===== src/rtl/serial_command_receiver_pkg.sv =====
// Shared types and constants for the UART command receiver.
// Used by the receive front end and the command strobe logic.
package serial_command_receiver_pkg;

    typedef enum logic [1:0] {
        R_IDLE,
        R_START,
        R_DATA,
        R_STOP
    } rx_state_t;

    typedef enum logic [1:0] {
        C_IDLE,
        C_SETUP,
        C_PULSE,
        C_GAP
    } cmd_state_t;

    localparam logic [7:0] CMD_MAX       = 8'h15;
    localparam logic [7:0] CMD_RESET_ALL = 8'hFF;
    localparam logic [4:0] IDX_RESET_ALL = 5'b11111;

    function automatic logic is_legal(input logic [7:0] b);
        return (b <= CMD_MAX) || (b == CMD_RESET_ALL);
    endfunction

    function automatic logic [4:0] to_index(input logic [7:0] b);
        return (b == CMD_RESET_ALL) ? IDX_RESET_ALL : b[4:0];
    endfunction

endpackage


===== src/rtl/serial_command_receiver_uart_rx_byte.sv =====
// 8N1 UART byte receiver: input synchronizer, mid-bit sampling, frame check.
// valid/frame_error are decoded in the stop-sample cycle itself.
module uart_rx_byte
    import serial_command_receiver_pkg::*;
#(
    parameter int CLKS_PER_BIT = 8
) (
    input  logic       clock,
    input  logic       reset,
    input  logic       rx,
    output logic [7:0] data,
    output logic       valid,
    output logic       frame_error
);

    localparam int HALF = CLKS_PER_BIT / 2;
    localparam int CW   = $clog2(CLKS_PER_BIT);

    localparam logic [CW-1:0] CNT_FULL = CW'(CLKS_PER_BIT - 1);
    localparam logic [CW-1:0] CNT_HALF = CW'(HALF - 1);

    rx_state_t     state;
    logic          sync1;
    logic          sync2;
    logic [CW-1:0] cnt;
    logic [2:0]    bit_idx;
    logic [7:0]    shift;
    logic          wait_high;
    logic          stop_tick;

    assign stop_tick   = (state == R_STOP) && (cnt == CNT_FULL);
    assign valid       = stop_tick && sync2;
    assign frame_error = stop_tick && !sync2;
    assign data        = shift;

    always_ff @(posedge clock) begin
        if (reset) begin
            sync1     <= 1'b1;
            sync2     <= 1'b1;
            state     <= R_IDLE;
            cnt       <= '0;
            bit_idx   <= '0;
            shift     <= '0;
            wait_high <= 1'b0;
        end else begin
            sync1 <= rx;
            sync2 <= sync1;
            unique case (state)
                R_IDLE: begin
                    // after a bad stop bit, a held-low line must not restart a frame
                    if (wait_high) begin
                        if (sync2) begin
                            wait_high <= 1'b0;
                        end
                    end else if (!sync2) begin
                        state   <= R_START;
                        cnt     <= '0;
                        bit_idx <= '0;
                    end
                end
                R_START: begin
                    if (cnt == CNT_HALF) begin
                        cnt   <= '0;
                        state <= sync2 ? R_IDLE : R_DATA;
                    end else begin
                        cnt <= cnt + 1'b1;
                    end
                end
                R_DATA: begin
                    if (cnt == CNT_FULL) begin
                        cnt     <= '0;
                        shift   <= {sync2, shift[7:1]};
                        bit_idx <= bit_idx + 1'b1;
                        if (bit_idx == 3'd7) begin
                            state <= R_STOP;
                        end
                    end else begin
                        cnt <= cnt + 1'b1;
                    end
                end
                R_STOP: begin
                    if (cnt == CNT_FULL) begin
                        cnt   <= '0;
                        state <= R_IDLE;
                        if (!sync2) begin
                            wait_high <= 1'b1;
                        end
                    end else begin
                        cnt <= cnt + 1'b1;
                    end
                end
                default: begin
                    state <= R_IDLE;
                end
            endcase
        end
    end

endmodule


===== src/rtl/serial_command_receiver.sv =====
// Validates UART command bytes and turns each into one clean control strobe
// with a stable number, buffered through a single holding register.
module serial_command_receiver
    import serial_command_receiver_pkg::*;
#(
    parameter int CLK_FREQ     = 50000000,
    parameter int BAUD         = 115200,
    parameter int PULSE_CYCLES = 4,
    parameter int GAP_CYCLES   = 4
) (
    input  logic       clock,
    input  logic       reset,
    input  logic       rx,
    output logic [4:0] number,
    output logic       control,
    output logic       busy,
    output logic       frame_error,
    output logic       overrun,
    output logic       invalid
);

    localparam int CLKS_PER_BIT = CLK_FREQ / BAUD;
    localparam int MAX_C = (PULSE_CYCLES > GAP_CYCLES) ? PULSE_CYCLES : GAP_CYCLES;
    localparam int TW    = $clog2(MAX_C + 1);

    localparam logic [TW-1:0] PULSE_LAST = TW'(PULSE_CYCLES - 1);
    localparam logic [TW-1:0] GAP_LAST   = TW'(GAP_CYCLES - 1);

    logic [7:0]    rx_data;
    logic          rx_valid;
    logic          rx_ferr;
    logic          legal;
    logic          take;
    logic          held_full;
    logic [4:0]    held_idx;
    cmd_state_t    state;
    logic [TW-1:0] timer;

    uart_rx_byte #(
        .CLKS_PER_BIT(CLKS_PER_BIT)
    ) u_rx (
        .clock      (clock),
        .reset      (reset),
        .rx         (rx),
        .data       (rx_data),
        .valid      (rx_valid),
        .frame_error(rx_ferr)
    );

    assign legal = is_legal(rx_data);
    assign take  = (state == C_IDLE) && held_full;
    assign busy  = (state != C_IDLE) || held_full;

    always_ff @(posedge clock) begin
        if (reset) begin
            number      <= IDX_RESET_ALL;
            control     <= 1'b0;
            state       <= C_IDLE;
            timer       <= '0;
            held_full   <= 1'b0;
            held_idx    <= '0;
            frame_error <= 1'b0;
            overrun     <= 1'b0;
            invalid     <= 1'b0;
        end else begin
            frame_error <= rx_ferr;
            invalid     <= rx_valid && !legal;
            // a byte landing while the register drains in this cycle still fits
            overrun     <= rx_valid && legal && held_full && !take;

            if (rx_valid && legal && (!held_full || take)) begin
                held_full <= 1'b1;
                held_idx  <= to_index(rx_data);
            end else if (take) begin
                held_full <= 1'b0;
            end

            unique case (state)
                C_IDLE: begin
                    if (held_full) begin
                        number <= held_idx;
                        state  <= C_SETUP;
                    end
                end
                C_SETUP: begin
                    control <= 1'b1;
                    timer   <= '0;
                    state   <= C_PULSE;
                end
                C_PULSE: begin
                    if (timer == PULSE_LAST) begin
                        control <= 1'b0;
                        timer   <= '0;
                        state   <= C_GAP;
                    end else begin
                        timer <= timer + 1'b1;
                    end
                end
                C_GAP: begin
                    if (timer == GAP_LAST) begin
                        timer <= '0;
                        state <= C_IDLE;
                    end else begin
                        timer <= timer + 1'b1;
                    end
                end
                default: begin
                    state <= C_IDLE;
                end
            endcase
        end
    end

endmodule


===== config.mk =====
export PLATFORM = sky130hd
export DESIGN_NAME = serial_command_receiver
export DESIGN_NICKNAME = d
export VERILOG_FILES = /design/src/rtl/serial_command_receiver_pkg.sv /design/src/rtl/serial_command_receiver_uart_rx_byte.sv /design/src/rtl/serial_command_receiver.sv
export SDC_FILE = /design/constraint.sdc
export NUM_CORES = 1
export LEC_CHECK = 0
export ABC_AREA = 1
export CAP_MARGIN = 40
export CORE_MARGIN = 10
export CORE_UTILIZATION = 52
export CTS_BUF_LIST = sky130_fd_sc_hd__clkbuf_8
export DETAILED_ROUTE_END_ITERATION = 16
export PLACE_DENSITY = 0.71
export SETUP_SLACK_MARGIN = 0.3
export SYNTH_ARGS = -nofsm -noshare
export SYNTH_HDL_FRONTEND = slang
export SYNTH_SLANG_ARGS = --single-unit

===== constraint.sdc =====
create_clock -name clock -period 2.4 [get_ports clock]
set_input_delay 0.48 -clock clock [delete_from_list [all_inputs] [get_ports clock]]
set_output_delay 0.48 -clock clock [all_outputs]
set_load 0.005 [all_outputs]

; Word level (Yosys, flattened, before mapping)
; Index checks and enable logic that the tools add are counted.
[totals]
mem_bits_rw = 0
inputBits = 3
reg_bits = 45
mem_count = 0
out_inout_bits = 10
latchBits = 0
romBits = 0
[op_classes]
n_addsub = 3
eq_ne = 21
muxes = 33
magnitude_cmp = 1
div = 0
reduce_logical = 34
mul = 0
n_shift = 0
bitwise = 0
[op_table]
columns = op, n
row1 = 9-bit 2-to-1 mux, 4
row2 = 9-bit one-hot mux with 3 select lines, 1
row3 = 2-bit 2-to-1 mux, 10
row4 = 2-bit one-hot mux with 4 select lines, 2
row5 = "2-bit inequality test, second input constant", 7
row6 = 3-bit 2-to-1 mux, 4
row7 = 3-bit one-hot mux with 2 select lines, 2
row8 = 2-bit nonzero test, 6
row9 = "9-bit by 1-bit adder with 9-bit output, second input constant", 1
row10 = "9-bit by 8-bit == test with 1-bit output, second input constant", 1
row11 = "9-bit == test, second input constant", 1
row12 = 1-bit logical AND, 9
row13 = "2-bit == test, second input constant", 4
row14 = "8-bit == test, second input constant", 1
row15 = "8-bit by 5-bit less-or-equal comparator with 1-bit output, second input constant", 1
row16 = 2-bit AND reduction, 4
row17 = 1-bit 2-to-1 mux, 7
row18 = "3-bit by 1-bit adder with 3-bit output, second input constant", 2
row19 = "2-bit by 1-bit inequality test with 1-bit output, second input constant", 3
row20 = 3-bit AND reduction, 2
row21 = 6-bit AND reduction, 1
row22 = 5-bit 2-to-1 mux, 1
row23 = "2-bit by 1-bit == test with 1-bit output, second input constant", 2
row24 = 1-bit zero test, 4
row25 = 7 further kinds, 12

; Longest topological paths before layout
[logic_depth]
ltp_word = 6
depth_mapped = 11
depth_no_buf = 10

; Cells and area by module
; A second synthesis with hierarchy kept.
[unflattened]
hier_cells = 296
hier_area_um2 = 2189.6
[modules_own_cells]
columns = module, cells_each, seq_area_each_um2, instances, area_per_inst_um2
row1 = uart_rx_byte, 178, 500.5, 1, 1266.2
row2 = serial_command_receiver, 118, 400.4, 1, 923.4

; Least setup slack after synthesis
; OpenSTA, ideal clock, no wires.
[synth_path]
path_kind = flip-flop to flip-flop
from = register u_rx.cnt[0]
to = register held_idx[4]
setup_ps = 113
t_arrival_ps = 1289
synth_period_minus_slack_ps = 1402
path_stages_with_launch = 10
slack_ps = 998
path_cell_list = dfxtp_1 ha_1 nand2_1 nor2_2 nand3b_4 nor2_4 nand3_2 buf_6 nor2_1 nor2_1
[synth_between]
elab_chain_cells = 5
[synth_rtl]
columns = item, line_no
row1 = "start, declared", serial_command_receiver_uart_rx_byte.sv:25  ; logic [CW-1:0] cnt;
row2 = "start signal, assigned", serial_command_receiver_uart_rx_byte.sv:66  ; cnt <= cnt + 1'b1;
row3 = "start signal, assigned", serial_command_receiver_uart_rx_byte.sv:78  ; cnt <= cnt + 1'b1;
row4 = "start signal, assigned", serial_command_receiver_uart_rx_byte.sv:89  ; cnt <= cnt + 1'b1;
row5 = 9-bit == test, serial_command_receiver_uart_rx_byte.sv:31  ; assign stop_tick = (state == R_STOP) && (cnt == CNT_FULL);
row6 = 1-bit logical AND, serial_command_receiver_uart_rx_byte.sv:31
row7 = 1-bit logical AND, serial_command_receiver_uart_rx_byte.sv:32  ; assign valid = stop_tick && sync2;
row8 = 1-bit logical AND (2 in a row), serial_command_receiver.sv:71  ; if (rx_valid && legal && (!held_full || take)) begin
row9 = "end signal, assigned", serial_command_receiver.sv:73  ; held_idx <= to_index(rx_data);
row10 = "end, declared", serial_command_receiver.sv:35  ; logic [4:0] held_idx;
; Every way passes these cells.
; A chain may end at the register's enable or synchronous reset.

; Final worst setup path
[layout_path]
from = register state[0]
to = output busy
[layout_between]
elab_chain_cells = 2
[layout_rtl]
columns = item, line_no
row1 = "start, declared", serial_command_receiver.sv:36  ; cmd_state_t state;
row2 = "start signal, assigned", serial_command_receiver.sv:58  ; state <= C_IDLE;
row3 = "start signal, assigned", serial_command_receiver.sv:82  ; state <= C_SETUP;
row4 = "start signal, assigned", serial_command_receiver.sv:88  ; state <= C_PULSE;
row5 = 2-bit nonzero test, serial_command_receiver.sv:52  ; assign busy = (state != C_IDLE) || held_full;
row6 = 1-bit logical OR, serial_command_receiver.sv:52
row7 = "end, declared", serial_command_receiver.sv:16  ; output logic busy,
; Every way passes these cells.

==> implementation parameters <==
Parameter                              Value

Global route
  Global route overflow ... 0
  Largest net degree at the start of global routing ... 26
  Number of global-route vias before repair ... 1568
  First-pass GRT wire length ... 7072 um
  Antenna violations before repair ... 0
  Global-route usage over all layers ... 11.87%

STA
  Setup violations, final ... 0
  Fin crit period ... 1.921 ns
  Worst clock skew ... 0.005329 ns
  Unrepaired setup endpoints after global routing ... no
  Post-route fraction of the period consumed by the critical path ... 80.05%
  Worst slew margin relative to its limit ... 69.81%
  Number of pins with negative max-slew slack in the final report ... 0
  Max Freq ... 0.5205 GHz
  Final TNS setup ... 0 ns
  Transition time at the pin with the least slew margin ... 0.4516 ns
  Final number of hold-violating endpoints ... 0

Job
  Max-cap check violation count ... 0

Clocking
  Clock Pin Slew Worst Setup and Hold Paths ... 0.08 ns
  Clock latency on the worst-skew pair ... 0.30 ns
  Total number of clock tree sinks ... 45
  Clock buffer depth ... 2
  H-tree depth reported by CTS ... 2
  CTS tree ... built
  Root buffer selected by CTS ... sky130_fd_sc_hd__clkbuf_8
  Post CTS Setup Buffer Count ... 0
  Number of CTS-inserted buffers ... 5
  # hold bufs at CTS ... 0

Critical path
  Kind of launch point of the worst setup path ... register
  Crit path max fanout ... 6
  Arrival time of the worst setup path ... 1.44 ns
  Crit path kind ... reg2out
  WP data required ... 1.92 ns
  CP Capture Type ... primary output

Finish
  Total non-filler cell area in the finished layout ... 2345 um^2
  Most frequent cells in the layout ... 82 x sky130_fd_sc_hd__nand2_1, 44 x sky130_fd_sc_hd__dfxtp_1, 28 x sky130_fd_sc_hd__inv_1, 28 x sky130_fd_sc_hd__a21oi_1, 19 x sky130_fd_sc_hd__nor2_1
  Share of post-route cells with drive strength above 1 ... 9.122%
  Most common cell after layout, fill and taps aside ... sky130_fd_sc_hd__nand2_1
  Layout Utilization ... 62.63%
  Layout-stage area growth over the synthesis result ... 13.78%
  Net count reported at finish ... 308
  Number of diodes ... 0

Route
  1st-pass router iterations ... 4
  Total number of vias ... 1701
  Remaining routing DRC violations ... 0
  Count of nets left with antenna violations after detail routing ... 0
  Number of vias per cell after detailed routing ... 4.945
  DRT iter0 DRCs ... 100
  Drt total wl ... 3917 um
  Detailed-route wire length per cell ... 11.39 um

Placement
  Final weighted congestion in routability-driven placement ... 0.7882
  Area of placed instances ... 2216 um^2
  Number of input and output port buffers inserted ... 12
  Half-perimeter wire length after placement ... 2684 um

Synth
  Mapped Area ... 2061 um^2
  Synthesized area per cell ... 7.334 um^2
  Distinct cell type count of the synthesized netlist ... 29
  Flops & latches, synth ... 45
  Proportion of synthesized chip area in sequential cells ... 43.72%
  Warnings, synthesis ... 0
  Net count after synthesis ... 294
  Number of instances in the synthesized netlist ... 281

Floorplan
  Initial core utilization ... 55.05%
  DIE HEIGHT ... 82.95 um
  Number of ports placed on the die boundary ... 13
  Total core area ... 3744 um^2
  Die Area ... 6881 um^2
  Placement Rows ... 22
  Die X-Extent ... 82.95 um

Status
  Status ... completed

Min path
  Worst hold path type ... reg2reg

Power and ir drop
  Total leakage power ... 1.051 nW
  Worst supply voltage drop on vdd ... 550.8 uV
  Cell Pwr Density ... 739.2 nW/um^2
-- state kept, by name, indices dropped and copies added, names as in the netlist, 2 cells and up, named ones only --
signal	flops
number	5
held_idx	5
state	2
u_rx.bit_idx	3
timer	3
u_rx.cnt	9
u_rx.data	8
-- critical path, stage by stage (launching register included) --
cell and delay (ns):
sky130_fd_sc_hd__dfxtp_1 0.34, sky130_fd_sc_hd__inv_2 0.10, sky130_fd_sc_hd__ha_4 0.17, sky130_fd_sc_hd__inv_2 0.05
sky130_fd_sc_hd__or2_1 0.21, sky130_fd_sc_hd__dlygate4sd2_1 0.27
-- path summary, 6_finish.rpt --
kind / startpoint / end / slack, ns / cells after the start
max: state[0] / busy / 0.48 / 5
min: u_rx.sync1 / u_rx.sync2 / 0.42 / 1
max reg2reg: u_rx.cnt[0] / u_rx.data[2] / 0.55 / 7
min reg2reg: u_rx.sync1 / u_rx.sync2 / 0.42 / 1
-- routing by layer --
| metal | wire, um | vias to the layer above | global-route usage [%] | share of wire (%) |
|---|---|---|---|---|
| met1 | 1920 | 747 | 14.33 | 49 |
| li1 | - | 928 | - | - |
| met4 | 50 | 0 | 3.692 | 1.3 |
| met2 | 1771 | 19 | 18.92 | 45 |
| met5 | 0 | - | 0 | 0 |
| met3 | 175 | 7 | 4.492 | 4.5 |
-- cells by family after synthesis --
kind of cell               after synthesis  share of synthesized area [%]
and+or+nand+nor                        133                          28.60
AOI/OAI and AO/OA                       50                          13.11
DFF                                     45                          43.72
buffers and inverters                   43                          8.500
adders and majority gates               10                          6.072
-- report_power, final --
group | total, W | internal [W] | switching (W)
combinational | 0.000322 | 0.000138 | 0.000184
sequential | 0.000822 | 0.000788 | 0.0000338
clock | 0.000589 | 0.000335 | 0.000254
-- repair_timing --
action,CTS,global route
gates resized for setup,6,0
setup endpoints to repair,1,0
endpoints found under the hold margin,0,0
-- synth_stat cells (all sizes together) --
| library cell | n | area (um^2) |
|---|---|---|
| clkinv | 1 | 3.750 |
| nor3b | 1 | 7.510 |
| or2 | 4 | 25.02 |
| nand3b | 2 | 27.53 |
| a211oi | 1 | 7.510 |
| o21ai | 14 | 70.07 |
| ha | 10 | 125.1 |
| nand2 | 83 | 314.1 |
| inv | 35 | 131.4 |
| a21oi | 28 | 140.1 |
| nand3 | 13 | 70.07 |
| o21bai | 1 | 7.510 |
| nor2 | 22 | 100.1 |
| buf | 4 | 28.78 |
| nor3 | 4 | 20.02 |
| o211ai | 6 | 45.04 |
| clkbuf | 3 | 11.26 |
| dfxtp | 45 | 900.9 |
| nand4 | 4 | 25.02 |
-- area by class of cell --
type	instances	area, um^2
fillers	342	1399
multi-input cells	193	997.2
flip-flops and latches	45	902.1
inverters	36	135.1
repair buffers	14	133.9
clock buffers	6	82.58
well taps	48	60.06
clock inverters	2	33.78
-- stage by stage --
stage	hold WS, ns	power [W]	cells	setup WS [ns]
3_3_place_gp	0.3929	0.001130	336	0.5185
4_1_cts	0.4190	0.001734	344	0.4837
2_1_floorplan	0.3895	0.001041	281	0.9981
3_5_place_dp	0.3994	0.001134	336	0.4936
6_report	0.4153	0.001733	344	0.4789
5_1_grt	0.4323	0.001826	344	0.3235
No activity file was read; power rests on OpenSTA's default activity.
